$ cat config.mk
export PLATFORM = sky130hd
export DESIGN_NAME = lamp_fade_driver_flat
export DESIGN_NICKNAME = d
export VERILOG_FILES = /design/src/rtl/lamp_fade_if.sv /design/src/rtl/lamp_fade_driver.sv /design/src/flat_wrapper.sv
export SDC_FILE = /design/constraint.sdc
export NUM_CORES = 1
export LEC_CHECK = 0
export CAP_MARGIN = 20
export CORE_UTILIZATION = 32
export CTS_BUF_LIST = sky130_fd_sc_hd__clkbuf_16
export DETAILED_ROUTE_END_ITERATION = 8
export HOLD_SLACK_MARGIN = 0.1
export PLACE_DENSITY = 0.5
export SLEW_MARGIN = 10
export SYNTH_ARGS = -nofsm -noshare
export SYNTH_HDL_FRONTEND = slang
export SYNTH_SLANG_ARGS = --single-unit
$ cat constraint.sdc
create_clock -name clk -period 2 [get_ports clk]
set_input_delay 0.3 -clock clk [delete_from_list [all_inputs] [get_ports clk]]
set_output_delay 0.3 -clock clk [all_outputs]
set_load 0.01 [all_outputs]
$ cat src/rtl/lamp_fade_if.sv
// Lamp command/status bundle between the lighting controller and the lamp fade driver.
interface lamp_fade_if #(
    parameter int PWM_BITS = 8
);
    // No valid/ready here: lamp_on and force_full are level commands sampled every clk edge,
    // and every status signal is continuously valid from reset onward.
    logic                lamp_on;
    logic                force_full;
    logic                pwm_out;
    logic [PWM_BITS-1:0] level;
    logic                busy;
    logic                at_full;
    logic                at_off;
    logic [1:0]          state_dbg;

    modport master (
        output lamp_on, force_full,
        input  pwm_out, level, busy, at_full, at_off, state_dbg
    );

    modport slave (
        input  lamp_on, force_full,
        output pwm_out, level, busy, at_full, at_off, state_dbg
    );
endinterface

$ cat src/rtl/lamp_fade_driver.sv
// PWM lamp drive with linear soft fade-in/fade-out and an immediate full-brightness override.
module lamp_fade_driver #(
    parameter int PWM_BITS     = 8,
    parameter int STEP_PERIODS = 4
) (
    input  logic       clk,
    input  logic       rst,
    lamp_fade_if.slave bus
);
    localparam int                  STEP_W    = (STEP_PERIODS > 1) ? $clog2(STEP_PERIODS) : 1;
    localparam logic [PWM_BITS-1:0] MAX_LEVEL = {PWM_BITS{1'b1}};
    localparam logic [STEP_W-1:0]   STEP_LAST = STEP_W'(STEP_PERIODS - 1);

    typedef enum logic [1:0] {
        S_OFF       = 2'd0,
        S_RAMP_UP   = 2'd1,
        S_ON        = 2'd2,
        S_RAMP_DOWN = 2'd3
    } state_t;

    state_t              r_state;
    logic [PWM_BITS-1:0] r_pwm_cnt;
    logic [STEP_W-1:0]   r_step_cnt;
    logic [PWM_BITS-1:0] r_level;
    logic                r_pwm_out;

    logic                w_period_end;
    logic                w_step_tick;
    logic [PWM_BITS-1:0] w_level_up;
    logic [PWM_BITS-1:0] w_level_dn;

    assign w_period_end = (r_pwm_cnt == MAX_LEVEL);
    assign w_step_tick  = w_period_end && (r_step_cnt == STEP_LAST);

    // Saturating candidates: a ramp entered at an endpoint (e.g. ON -> RAMP_DOWN -> RAMP_UP
    // at MAX_LEVEL) must not wrap on its first tick; it simply resolves to the endpoint state.
    assign w_level_up = (w_step_tick && (r_level != MAX_LEVEL)) ? r_level + PWM_BITS'(1) : r_level;
    assign w_level_dn = (w_step_tick && (r_level != '0))        ? r_level - PWM_BITS'(1) : r_level;

    always_ff @(posedge clk or posedge rst) begin
        if (rst) begin
            r_pwm_cnt  <= '0;
            r_step_cnt <= '0;
        end else begin
            r_pwm_cnt <= r_pwm_cnt + PWM_BITS'(1);
            if (w_period_end) begin
                r_step_cnt <= (r_step_cnt == STEP_LAST) ? '0 : r_step_cnt + STEP_W'(1);
            end
        end
    end

    always_ff @(posedge clk or posedge rst) begin
        if (rst) begin
            r_state <= S_OFF;
            r_level <= '0;
        end else if (bus.force_full) begin
            r_state <= S_ON;
            r_level <= MAX_LEVEL;
        end else begin
            case (r_state)
                S_OFF: begin
                    if (bus.lamp_on) r_state <= S_RAMP_UP;
                end
                S_RAMP_UP: begin
                    r_level <= w_level_up;
                    if (w_level_up == MAX_LEVEL) r_state <= S_ON;
                    else if (!bus.lamp_on)       r_state <= S_RAMP_DOWN;
                end
                S_ON: begin
                    if (!bus.lamp_on) r_state <= S_RAMP_DOWN;
                end
                S_RAMP_DOWN: begin
                    r_level <= w_level_dn;
                    if (w_level_dn == '0)  r_state <= S_OFF;
                    else if (bus.lamp_on)  r_state <= S_RAMP_UP;
                end
                default: r_state <= S_OFF;
            endcase
        end
    end

    always_ff @(posedge clk or posedge rst) begin
        if (rst) r_pwm_out <= 1'b0;
        else     r_pwm_out <= (r_pwm_cnt < r_level) || (r_level == MAX_LEVEL);
    end

    assign bus.pwm_out   = r_pwm_out;
    assign bus.level     = r_level;
    assign bus.busy      = (r_state == S_RAMP_UP) || (r_state == S_RAMP_DOWN);
    assign bus.at_full   = (r_state == S_ON);
    assign bus.at_off    = (r_state == S_OFF);
    assign bus.state_dbg = r_state;
endmodule

$ cat src/flat_wrapper.sv
// flat-port wrapper written by rule: the top's interface ports become plain ports
module lamp_fade_driver_flat 
#(
    parameter int PWM_BITS     = 8,
    parameter int STEP_PERIODS = 4
)
  (clk, rst, bus_lamp_on, bus_force_full, bus_pwm_out, bus_level, bus_busy, bus_at_full, bus_at_off, bus_state_dbg);
  lamp_fade_if #(.PWM_BITS(PWM_BITS)) bus_i ();
  input  logic clk;
  input  logic rst;
  input wire logic [$bits(bus_i.lamp_on)-1:0] bus_lamp_on;
  input wire logic [$bits(bus_i.force_full)-1:0] bus_force_full;
  output wire logic [$bits(bus_i.pwm_out)-1:0] bus_pwm_out;
  output wire logic [$bits(bus_i.level)-1:0] bus_level;
  output wire logic [$bits(bus_i.busy)-1:0] bus_busy;
  output wire logic [$bits(bus_i.at_full)-1:0] bus_at_full;
  output wire logic [$bits(bus_i.at_off)-1:0] bus_at_off;
  output wire logic [$bits(bus_i.state_dbg)-1:0] bus_state_dbg;
  assign bus_i.lamp_on = bus_lamp_on;
  assign bus_i.force_full = bus_force_full;
  assign bus_pwm_out = bus_i.pwm_out;
  assign bus_level = bus_i.level;
  assign bus_busy = bus_i.busy;
  assign bus_at_full = bus_i.at_full;
  assign bus_at_off = bus_i.at_off;
  assign bus_state_dbg = bus_i.state_dbg;
  lamp_fade_driver #(.PWM_BITS(PWM_BITS), .STEP_PERIODS(STEP_PERIODS)) u_core (.clk(clk), .rst(rst), .bus(bus_i));
endmodule
* Yosys cells after proc, flatten, opt, wreduce, memory -nomap -nowiden
Index checks and enable logic that the tools add are counted.
** Storage, ports and cells
- Flip-flop bits (word level) :: 21
- Logic and storage cells :: 38
** Cells by class
- Mux-type cells :: 11
- Reduce and logical (&&, ||, !) cells :: 9
- Order comparisons :: 1
- Add/subtract/negate cells :: 4
- Eq/ne operators :: 8
** Operators by type and width (number)
- $eq A8 B8 Y1 const B :: 3
- $mux W8 :: 3
- $add A8 B1 Y8 const B :: 2
- $pmux W8 S2 :: 1
- $mux W2 :: 6
- $logic_not A8 Y1 :: 1
- $lt A8 B8 Y1 :: 1
- $ne A8 B8 Y1 const B :: 1
- $pmux W2 S4 :: 1
- $reduce_bool A8 Y1 :: 1
- $sub A8 B1 Y8 const B :: 1
- $eq A2 B2 Y1 const B :: 3
- $logic_and A1 B1 Y1 :: 3
- $reduce_bool A3 Y1 :: 1
- $add A2 B1 Y2 const B :: 1
- $eq A2 B1 Y1 const B :: 1
- $logic_not A2 Y1 :: 1
- $logic_or A1 B1 Y1 :: 2

* Longest topological paths before layout
Gate-level depths: netlist (run 1).
- Depth after elaboration :: 8
- Gate-level depth with buffers :: 10

* Least setup slack after synthesis (run 1)
No wires, ideal clock.
- Kind :: reg-to-reg
- From :: register u_core.r_level[0] (netlist: u_core.bus.level[0])
- To :: register u_core.r_level[5] (netlist: u_core.bus.level[5])
- Required time :: 1879 ps
- Arrival time :: 2077 ps
- Library setup time :: 121 ps
- Period minus slack after synthesis :: 2199 ps
- Buffers on the path :: 1
- Slack :: -199 ps
- Cell stages (with the launch flop) :: 11
- Cell sequence :: dfrtp_1 -> inv_1 -> ha_1 -> nor2b_1 -> clkbuf_1 -> nand3_1 -> nand3_4 -> or4_1 -> a21boi_2 -> xnor2_1 -> nand2b_1
** Between the ends
- Cells in the longest elaborated chain, start to end :: 5
- Elaborated cells on any way between the ends :: 10
** Ends and longest elaborated chain
- start, declared :: line lamp_fade_driver.sv:24 : logic [PWM_BITS-1:0] r_level;
- start signal, assigned :: line lamp_fade_driver.sv:65 : r_level <= w_level_up;
- start signal, assigned :: line lamp_fade_driver.sv:73 : r_level <= w_level_dn;
- parallel branches: the longest is 3 deep, another holds $sub A8 B1 Y8
- $pmux W8 S2 * :: line lamp_fade_driver.sv:60 : case (r_state)
- $mux W8 * :: line lamp_fade_driver.sv:56 : end else if (bus.force_full) begin
Every way passes the cells marked *.
A chain may end at the register's enable or synchronous reset.

* Worst setup path in the final report (run 1)
- From :: register u_core.r_pwm_cnt[1]
- To :: register u_core.r_state[0] (netlist: u_core.bus.state_dbg[0])
** Between the ends
- Cells in the longest elaborated chain, start to end :: 8
- Elaborated cells on any way between the ends :: 12
** Ends and longest elaborated chain
- start, declared :: line lamp_fade_driver.sv:22 : logic [PWM_BITS-1:0] r_pwm_cnt;
- start signal, assigned :: line lamp_fade_driver.sv:45 : r_pwm_cnt <= r_pwm_cnt + PWM_BITS'(1);
- $eq A8 B8 Y1 * :: line lamp_fade_driver.sv:32 : assign w_period_end = (r_pwm_cnt == MAX_LEVEL);
- $logic_and A1 B1 Y1 * :: line lamp_fade_driver.sv:33 : assign w_step_tick = w_period_end && (r_step_cnt == STEP_LAST);
- $logic_and A1 B1 Y1 (on tied branches) :: line lamp_fade_driver.sv:37, lamp_fade_driver.sv:38
- $mux W8 (on tied branches) :: line lamp_fade_driver.sv:37, lamp_fade_driver.sv:38
- $eq A8 B8 Y1 or $logic_not A8 Y1 (tied branches) :: line lamp_fade_driver.sv:66, lamp_fade_driver.sv:74
- $mux W2 (on tied branches) :: line lamp_fade_driver.sv:66, lamp_fade_driver.sv:74
- $pmux W2 S4 * :: line lamp_fade_driver.sv:60
- $mux W2 * :: line lamp_fade_driver.sv:56
- end signal, assigned :: line lamp_fade_driver.sv:57 : r_state <= S_ON;
- end signal, assigned :: line lamp_fade_driver.sv:66 : if (w_level_up == MAX_LEVEL) r_state <= S_ON;
- end signal, assigned :: line lamp_fade_driver.sv:67 : else if (!bus.lamp_on) r_state <= S_RAMP_DOWN;
- end, declared :: line lamp_fade_driver.sv:21 : state_t r_state;
Mark *: on every way between the ends. The rest lies on a longest branch, timed or not.

==> results.toml, run 1 <==
[setup_path]
timing.reg2reg.setup_slack_ps = -50
worst_r2r_endpoint = "u_core.bus.state_dbg[0]"
critical_path.n_buffers_inverters = 0
reg2reg_depth = 8
crit_path_top_delay_cell = "sky130_fd_sc_hd__dfrtp_1"
path_cells = "ha_2 -> and4_4 -> nand4_4 -> nor2_4 -> o31ai_1 -> o22a_1 -> and4_4 -> a2111oi_4"
critical-path-top-delay-family = "simple AND/OR/NAND/NOR gates"
critical_path.reg2reg.startpoint = "u_core.r_pwm_cnt[1]"
cp-end-kind = "flop"
worst_ep_arrival_time_ps = 2210
worst-setup-path-type = "reg -> reg"
crit_path_frequent_cell = "sky130_fd_sc_hd__and4_4"
setup.worst_path.start_class = "flop"
worst-path-max-fanout = 6
timing.critical_path.required_ps = 2160
critical-path-max-stage-delay_ps = 360

[sta]
worst_slack_ps = -51.6
timing.max_slew.rel_slack = 0.749
finalHoldViolations = 0
report.final.setup_viol = 4
worst-slew-pin-transition_ps = 373
fin_hold_ws_ps = 374
fin_worst_skew_ps = 1.11
final_min_period_over_clock_period = 1.03
totalNegativeSetupSlack_ps = -137
finalCriticalPeriod_ps = 2050
finalMaxSlewViolations = 0
max_clock_freq_mhz = 487
setup_repair_after_global_routing_missed_its_margin = "true"

[synthesis]
synthTopCellsByCount = "21 x sky130_fd_sc_hd__dfrtp_1, 15 x sky130_fd_sc_hd__nand2_1, 12 x sky130_fd_sc_hd__inv_1"
postSynthRegisterBits = 21
synth_fp_nets = 193
synth-edff-count = 0
postSynth.topFlopCell = "sky130_fd_sc_hd__dfrtp_1"
post_synth.cell_area_avg_sq_um = 9.19
synth_cell_type_count = 51
ys.warnings.count = 0
synth_area_leader_cell = "sky130_fd_sc_hd__dfrtp_1"
synth_top_cells_by_area = "sky130_fd_sc_hd__dfrtp_1 32%, sky130_fd_sc_hd__ha_1 8.4%, sky130_fd_sc_hd__xnor2_1 5.9%"
share_of_synthesized_area_occupied_by_flip_flops_and_latches = 0.321
synth.most_common_cell = "sky130_fd_sc_hd__dfrtp_1"
synthDominantCellAreaShare = 0.321
synth-async-reset-ratio = 1.00
synthesis.instances = 178
syn-cell-area_sq_um = 1640

[grt]
grt_overflow = 0
grt_util_all_layers = 0.181
first_global_vias = 1606
first_pass_grt_wire_length_um = 7410
grt_max_degree = 22
antenna_found_initial = 0

[floorplanning]
die_width_um = 73.5
coreArea_sq_um = 4820
boundaryPins = 18
initial_core_util = 0.339
fp.dieH_um = 73.5
floorplan.rows = 25
fp.dieArea_sq_um = 5400

[place]
placed_cells = 290
dp_hpwl_um = 3510
detailedPlace.worstSlack_ps = -165
gpl.final_weighted_congestion = 0.902
io_buffer_count = 17

[run_status]
violations_in_the_final_reports = "negative setup slack"
outcome = "complete, but fails checks"

[pwr]
leakage_power_total_nw = 1.10
vdd_ir_drop_max_mv = 0.235
p_sw_frac = 0.254
power.internal_mw = 0.793
power_per_cell_area_nw_per_um2 = 453
power.share.clock = 0.400
power.net_switching_mw = 0.270
power.share.sequential = 0.422
power_frac_comb = 0.178

[clock_tree]
tritoncts.num_buffers = 3
clk_pin_slew_ps = 60
root_buffer = "sky130_fd_sc_hd__clkbuf_16"
cts-root-to-sink-buffers = 2
tritoncts = "done"
clock_insertion_delay_worst_skew_ps = 250
cts.hold.buffers_added = 0
clock_tree.htree_level_count = 1
cts_num_sinks = 21

[cells_and_area]
antenna_cells_inserted = 0
layout.nets = 250
layout.core_utilization = 0.487
layout-drive-gt1-share = 0.350
fillerInstances = 469
areaGrowthSynthToFinish_pct = 43.5
stdcell_count = 301

[detailed_routing]
firstDrtPassIters = 4
initialDrtViolationCount = 77
drc_errors = 0
routed_wire_length_per_instance_um = 15.2
num_vias = 1557
post_drt_via_cell_ratio = 5.17
drtAntennaViolNets = 0
routed_wl_um = 4570

[job]
cap_viol_max_count = 0

[min_path]
hold_path_class = "in -> async"
## state kept, by name, indices dropped and copies added (netlist names)
name and flops:
u_core.bus.level 8, u_core.bus.pwm_out 1, u_core.bus.state_dbg 2, u_core.r_pwm_cnt 8, u_core.r_step_cnt 2
## tightest hold or removal path, delay by kind of cell
family / cells / cell delay (ps)
buf+inv: 3 / 720
## placed cells by master (no fill, tap or decap), types with 6 or more instances in the layout
master	netlist	layout
sky130_fd_sc_hd__buf_4	1	44
sky130_fd_sc_hd__dfrtp_1	21	19
sky130_fd_sc_hd__clkdlybuf4s50_1	0	17
sky130_fd_sc_hd__nand2_1	15	15
sky130_fd_sc_hd__inv_1	12	12
sky130_fd_sc_hd__nand3_1	11	10
sky130_fd_sc_hd__nor2_1	11	10
sky130_fd_sc_hd__xnor2_1	11	10
sky130_fd_sc_hd__ha_1	11	9
sky130_fd_sc_hd__nand2b_1	6	6
## worst max path at each step
stage / slack, ps / startpoint / cells after the start / to
2_1_floorplan: -60 / u_core.r_pwm_cnt[0] / 9 / u_core.bus.level[5]
3_3_place_gp: -80 / u_core.r_pwm_cnt[1] / 8 / u_core.bus.level[5]
3_5_place_dp: -160 / u_core.r_pwm_cnt[0] / 8 / u_core.bus.state_dbg[0]
4_1_cts: -120 / u_core.r_pwm_cnt[0] / 8 / u_core.bus.state_dbg[0]
5_1_grt: -160 / u_core.bus.level[1] / 7 / u_core.bus.state_dbg[1]
6_report: -50 / u_core.r_pwm_cnt[1] / 8 / u_core.bus.state_dbg[0]
## through the flow
| stage | area (sq um) | power (mW) |
|---|---|---|
| floorplan | 1650 | 0.543 |
| global placement | 2140 | 0.625 |
| detailed placement | 2140 | 0.628 |
| CTS | 2290 | 1.08 |
| global route | 2350 | 1.11 |
| finish | 2350 | 1.06 |
## what timing repair did
action                     in CTS  in global routing
pin swaps                       7                  7
setup endpoints to repair       8                 10
resized for setup               8                 11
buffers inserted                5                  2
## routing by layer
metal  global-route usage  share of wire
met1                0.207           0.41
met2                0.333           0.53
met3               0.0247          0.030
met4               0.0791          0.025
met5                    0              0
## power by group through the flow
stage	combinational (mW)	sequential (mW)	clock, mW
after floorplan	0.0881	0.454	0
after global placement	0.170	0.455	0
after detailed placement	0.172	0.456	0
after CTS	0.186	0.449	0.441
after global routing	0.203	0.451	0.454
final	0.189	0.449	0.425
## area by class of cell
cell class | count | area [sq um] | share of cell area
Timing Repair Buffer | 61 | 500 | 0.213
Clock buffer | 3 | 75.1 | 0.0320
Sequential cell | 21 | 528 | 0.225
Inverter | 12 | 45.0 | 0.0192
Clock inverter | 1 | 3.75 | 0.00160
Tap cell | 67 | 83.8 | 0.0357
Multi-Input combinational cell | 136 | 1110 | 0.473
## logic make-up after synthesis
kind of cell | count (synthesis) | synth area share
buffers and inverters | 21 | 0.0528
AO/OA/AOI/OAI | 29 | 0.138
AND/OR/NAND/NOR | 79 | 0.309
flip-flops | 21 | 0.321
XOR/XNOR | 14 | 0.0750
multiplexers | 3 | 0.0199
adder cells (fa/ha/maj) | 11 | 0.0842
Note: power is estimated with default switching activity, not from simulation.
==> run 2: changes to the inputs <==
--- a/config.mk
+++ b/config.mk
@@ -11,7 +11,6 @@
 export DETAILED_ROUTE_END_ITERATION = 8
 export HOLD_SLACK_MARGIN = 0.1
 export PLACE_DENSITY = 0.5
-export SLEW_MARGIN = 10
 export SYNTH_ARGS = -nofsm -noshare
 export SYNTH_HDL_FRONTEND = slang
 export SYNTH_SLANG_ARGS = --single-unit
==> results of run 2 <==
The final DEF is identical to that of run 1; final timing and power are the same.
==> variant 1: new RTL, settings of run 2 <==
`PWM_BITS` is set to 8 in 3 places; all go to 6.
--- a/src/rtl/lamp_fade_if.sv
+++ b/src/rtl/lamp_fade_if.sv
@@ -2,3 +2,3 @@
 interface lamp_fade_if #(
-    parameter int PWM_BITS = 8
+    parameter int PWM_BITS = 6
 );
--- a/src/rtl/lamp_fade_driver.sv
+++ b/src/rtl/lamp_fade_driver.sv
@@ -2,3 +2,3 @@
 module lamp_fade_driver #(
-    parameter int PWM_BITS     = 8,
+    parameter int PWM_BITS     = 6,
     parameter int STEP_PERIODS = 4
--- a/src/flat_wrapper.sv
+++ b/src/flat_wrapper.sv
@@ -3,3 +3,3 @@
 #(
-    parameter int PWM_BITS     = 8,
+    parameter int PWM_BITS     = 6,
     parameter int STEP_PERIODS = 4
Interface: changed (resized bus_level); port bits go from 18 to 16. No check against the original RTL was run, so the function may have changed too.
==> variant 1 against run 2 <==
  * Wire length is 33% lower
  * Design area fell by 30%
  * Worst setup slack gained 0.13 ns
  * Area after synthesis shrank 22%
  * First-iteration DRC count decreased by 27%
  * Sequential cell count down 4
  * Critical path depth is the same
  * Maximum frequency up 6.7%
Power is not compared: it rests on default switching activity, and its combinational part moved more than twofold at a synthesized area within 25%.
==> variant 1: results (changes against run 2) <==
- HPWL reported at the end of detailed placement: 2.234 mm (was 3.513 mm)
- The via count was 1096 (was 1557).
* Global-route wire length before repair: 5.126 mm (was 7.410 mm)
- Run status: finished, final reports clean (was finished, violations left).
- The number of I/O port buffers is 15 (was 17).
- Reg-to-reg setup timing slack: 0.08 ns (was -0.05 ns)
- The final worst clock skew is 0.004387 ns (was 0.001115 ns).
- The register area share after synthesis was 0.3327 (was 0.3213).
* Longest Clk Path Bufs: 2 (unchanged)
- Capture point of the worst reg-to-reg path: u_core.bus.state_dbg[1] (was u_core.bus.state_dbg[0])
* Fillers: 383 (was 469)
- Antenna diode count: 0 (unchanged)
- Cell types occupying the most area after synthesis: sky130_fd_sc_hd__dfrtp_1 33%, sky130_fd_sc_hd__ha_1 9.8%, sky130_fd_sc_hd__xnor2_1 3.4% (was sky130_fd_sc_hd__dfrtp_1 32%, sky130_fd_sc_hd__ha_1 8.4%, sky130_fd_sc_hd__xnor2_1 5.9%).
* Met1 demand-to-capacity share in global routing: 0.2385 (was 0.2070)
- The global routing usage on met2 is 0.2242 (was 0.3333).
* Met3 usage: 0.03125 (was 0.02469)
- Detailed Routing Iterations Pass 1: 4 (unchanged)
- The largest net degree at the start of global routing came to 18 (was 22).
- The worst-case headroom to the max-slew limit is 0.7305 (was 0.7494).
- Reg-to-reg startpoint: u_core.bus.level[1] (was u_core.r_pwm_cnt[1])
* Share of cells above drive strength 1: 0.2063 (was 0.3504)
- Most frequent cells after synthesis: 17 x sky130_fd_sc_hd__dfrtp_1, 10 x sky130_fd_sc_hd__ha_1, 10 x sky130_fd_sc_hd__inv_1 (was 21 x sky130_fd_sc_hd__dfrtp_1, 15 x sky130_fd_sc_hd__nand2_1, 12 x sky130_fd_sc_hd__inv_1)
- Top delay family on crit path: compound AO/OA/AOI/OAI gates (was simple AND/OR/NAND/NOR gates)
* CP Data Arrival Time: 2.07 ns (was 2.21 ns)
- Ys flop type: sky130_fd_sc_hd__dfrtp_1 (unchanged)
- The largest fanout on the critical path is 4 (was 6).
- The count of placed standard cells including taps came to 204 (was 290).
* Final Net Count: 175 (was 250)
- Via/cell ratio: 5.269 (was 5.173)
- Final wirelength: 3.042 mm (was 4.574 mm)
* Gp weighted congestion: 0.8902 (was 0.9018)
- The count of cell types in the netlist was 50 (was 51).
- Area of placed instances: 0.001549 sq mm (was 0.002138 sq mm)
* Clock latency reported for the late side of the worst-skew pair: approximately 0.26 ns
* Initial DRC Count: 56 (was 77)
- Synthesized Nets: 148 (was 193)
* Via count of the first global-routing pass: 1038 (was 1606)
- Post-synthesis average cell area: 9.543 sq um (was 9.187 sq um)
==> variant 1: final cells by class <==
| class | instances | area share |
|---|---|---|
| clock buffers | 3 | 0.04570 |
| clock inverters | 1 | 0.003046 |
| inverters | 11 | 0.02513 |
| multi-input cells | 100 | 0.4798 |
| flip-flops and latches | 17 | 0.2589 |
| well taps | 48 | 0.03656 |
| repair buffers | 28 | 0.1508 |
==> variant 1: report_power, final <==
part | internal, W | leakage [nW] | total [W] | switching, W
combinational | 0.000255 | 0.518 | 0.000508 | 0.000253
clock | 0.000269 | 0.0409 | 0.000423 | 0.000155
sequential | 0.000371 | 0.182 | 0.000451 | 0.0000803
total | 0.000894 | 0.741 | 0.00138 | 0.000488
==> variant 1: worst min-delay path: stages <==
cell and delay (ns):
sky130_fd_sc_hd__clkdlybuf4s50_1 0.39, sky130_fd_sc_hd__inv_1 0.05, sky130_fd_sc_hd__buf_4 0.25
==> variant 1: worst max path at each step <==
| stage | from | end | cells past startpoint |
|---|---|---|---|
| floorplan | u_core.bus.level[0] | u_core.bus.state_dbg[1] | 8 |
| global placement | u_core.bus.level[1] | u_core.bus.state_dbg[1] | 8 |
| detailed placement | u_core.bus.level[1] | u_core.bus.state_dbg[1] | 8 |
| CTS | u_core.bus.level[1] | u_core.bus.state_dbg[1] | 8 |
| global route | u_core.r_step_cnt[0] | u_core.bus.state_dbg[1] | 8 |
| finish | u_core.bus.level[1] | u_core.bus.state_dbg[1] | 8 |
==> variant 1: kinds of logic (layout without fill, tap and decap cells) <==
group	after synthesis	in the layout	synth area share
xor+xnor	7	7	0.04795
mux	2	2	0.01663
buf+inv	17	43	0.06556
compound gates	32	32	0.2094
simple gates	49	49	0.2299
flops	17	17	0.3327
fa+ha+maj	10	10	0.09785
==> variant 1: stage by stage <==
step,hold slack [ns],setup slack (ns),TNS (ns),utilization
after floorplan,0.2261,0.02582,0,-
after global placement,0.4533,0.03957,0,0.4138
after detailed placement,0.4741,0.05246,0,0.4138
after CTS,0.3733,0.03798,0,0.4352
after global routing,0.4187,-0.03234,-0.03234,0.4388
final,0.3606,0.07642,0,0.4388
==> variant 1: routing by layer <==
metal,vias to the layer above,wire length (um)
met5,-,0
met1,525,1507
met2,25,1311
met4,0,76
li1,539,-
met3,7,147
==> variant 1: timing repair <==
action | CTS | global route
resized for setup | 0 | 4
setup endpoints to repair | 0 | 5
buffers inserted | 0 | 0
==> variant 2: new RTL, config.mk and constraints of run 2 <==
Made on the original files. Make the reset (`rst`) synchronous in 3 clocked blocks.
--- a/src/rtl/lamp_fade_driver.sv
+++ b/src/rtl/lamp_fade_driver.sv
@@ -39,3 +39,3 @@
 
-    always_ff @(posedge clk or posedge rst) begin
+    always_ff @(posedge clk) begin
         if (rst) begin
@@ -51,3 +51,3 @@
 
-    always_ff @(posedge clk or posedge rst) begin
+    always_ff @(posedge clk) begin
         if (rst) begin
@@ -81,3 +81,3 @@
 
-    always_ff @(posedge clk or posedge rst) begin
+    always_ff @(posedge clk) begin
         if (rst) r_pwm_out <= 1'b0;
Check against the original RTL: differs if rst is asserted again (counterexample within 4 cycles, from zero or initial values and one cycle with rst high); with rst held inactive, the same outputs for 10 cycles.
==> variant 2 against run 2 <==
  * Count of clock-buffer cells in the layout is the same
  * Worst setup slack worse by 0.012 ns
  * The run still ends with negative setup slack left
  * Die area is 5.0% lower
  * Design area stayed put
  * Critical path depth unchanged
  * Critical endpoint is now u_core.bus.state_dbg[0]
  * Wire length increased by 8.7%
  * Total power rose by 17%
  * Area after synthesis shrank 5.1%
  * Sequential cell count did not move
  * Clock skew rose by 0.0023 ns
==> variant 2: results (changes against run 2) <==
* Synthesized Nets: 207 (was 193)
- The proportion of final cell area spent on non-clock buffers came to 0.2340 (was 0.2132).
- The maximum vdd drop is 0.4768 mV (was 0.2350 mV).
- Footprint of the multi-input gates: 0.001165 sq mm (was 0.001111 sq mm)
- The total of endpoints with negative setup slack in the final report is 3 (was 4).
- Adder and majority gate portion of the synthesized area: 0.08871 (was 0.08416)
- Least setup slack across all paths after layout: -0.06374 ns (was -0.05158 ns)
- Cell count after synthesis: 192 (was 178)
- The count of cell types in the netlist came to 49 (was 51).
- Met3 wire length: 283 um (was 139 um)
- Number of buffers other than clock buffers in the final layout: 67 (was 61)
- HPWL reported at the end of detailed placement: 3.761 mm (was 3.513 mm)
- The clock network power share was 0.354 (was 0.400).
- The power consumed by combinational cells is 0.000318 W (was 0.000189 W).
- Fraction of registers with async set/reset: 0 (was 1.000)
- Ys flop type: sky130_fd_sc_hd__dfxtp_1 (was sky130_fd_sc_hd__dfrtp_1)
- Type of the most critical hold path: register to register (was primary input to async pin)
- Share of the final layout cell area in multi-input gates: 0.4963 (was 0.4733)
- The multiplexer fraction of the synthesized cell area is 0.01371 (was 0.01989).
- The end point of the critical path is u_core.bus.state_dbg[0] (unchanged).
- The footprint of the flip-flops and latches was 437.9 sq um (was 528.0 sq um).
- The internal power is 0.0008792 W (was 0.0007933 W).
* Source of the critical timing path: u_core.bus.level[1] (was u_core.r_pwm_cnt[1])
- Global-route wire length before repair: 7.810 mm (was 7.410 mm)
- Violated checks: negative setup slack (unchanged).
- The number of global-route vias before repair is 1610 (was 1606).
* Worst Clk Skew: 0.003432 ns (was 0.001115 ns)
- The xor and xnor area share after synthesis was 0.06210 (was 0.07498).
* Clock buffers and inverters, area share: 0.03412 (was 0.03358)
- Cell at the slowest stage of the critical path: sky130_fd_sc_hd__or3b_4 (was sky130_fd_sc_hd__dfrtp_1)
* Run status: finished, violations left (unchanged)
- Cell leakage power: 0.9710 nW (was 1.104 nW)
- The final hold slack is 0.5023 ns (was 0.3740 ns).
- Share of cells above drive strength 1: 0.3794 (was 0.3504)
* Gp weighted congestion: 0.9982 (was 0.9018)
==> variant 2: cell types whose count changed after synthesis, moves of 3 or more <==
| cell | delta |
|---|---|
| sky130_fd_sc_hd__nor2_1 | +9 |
| sky130_fd_sc_hd__a21oi_1 | +7 |
| sky130_fd_sc_hd__a31oi_1 | +4 |
| sky130_fd_sc_hd__nand2b_1 | -4 |
| sky130_fd_sc_hd__dfxtp_1 | +21 |
| sky130_fd_sc_hd__nand4_1 | +4 |
| sky130_fd_sc_hd__nand2_1 | -8 |
| sky130_fd_sc_hd__a211oi_1 | +3 |
| sky130_fd_sc_hd__o21ai_0 | +5 |
| sky130_fd_sc_hd__xnor2_1 | -6 |
| sky130_fd_sc_hd__dfrtp_1 | -21 |
| sky130_fd_sc_hd__xor2_1 | +3 |
==> variant 2: timing repair <==
action,CTS,global route
hold endpoints to repair,0,0
buffers inserted,1,4
setup endpoints to repair,6,10
pin swaps,1,16
gates resized for setup,5,33
gates cloned,0,0
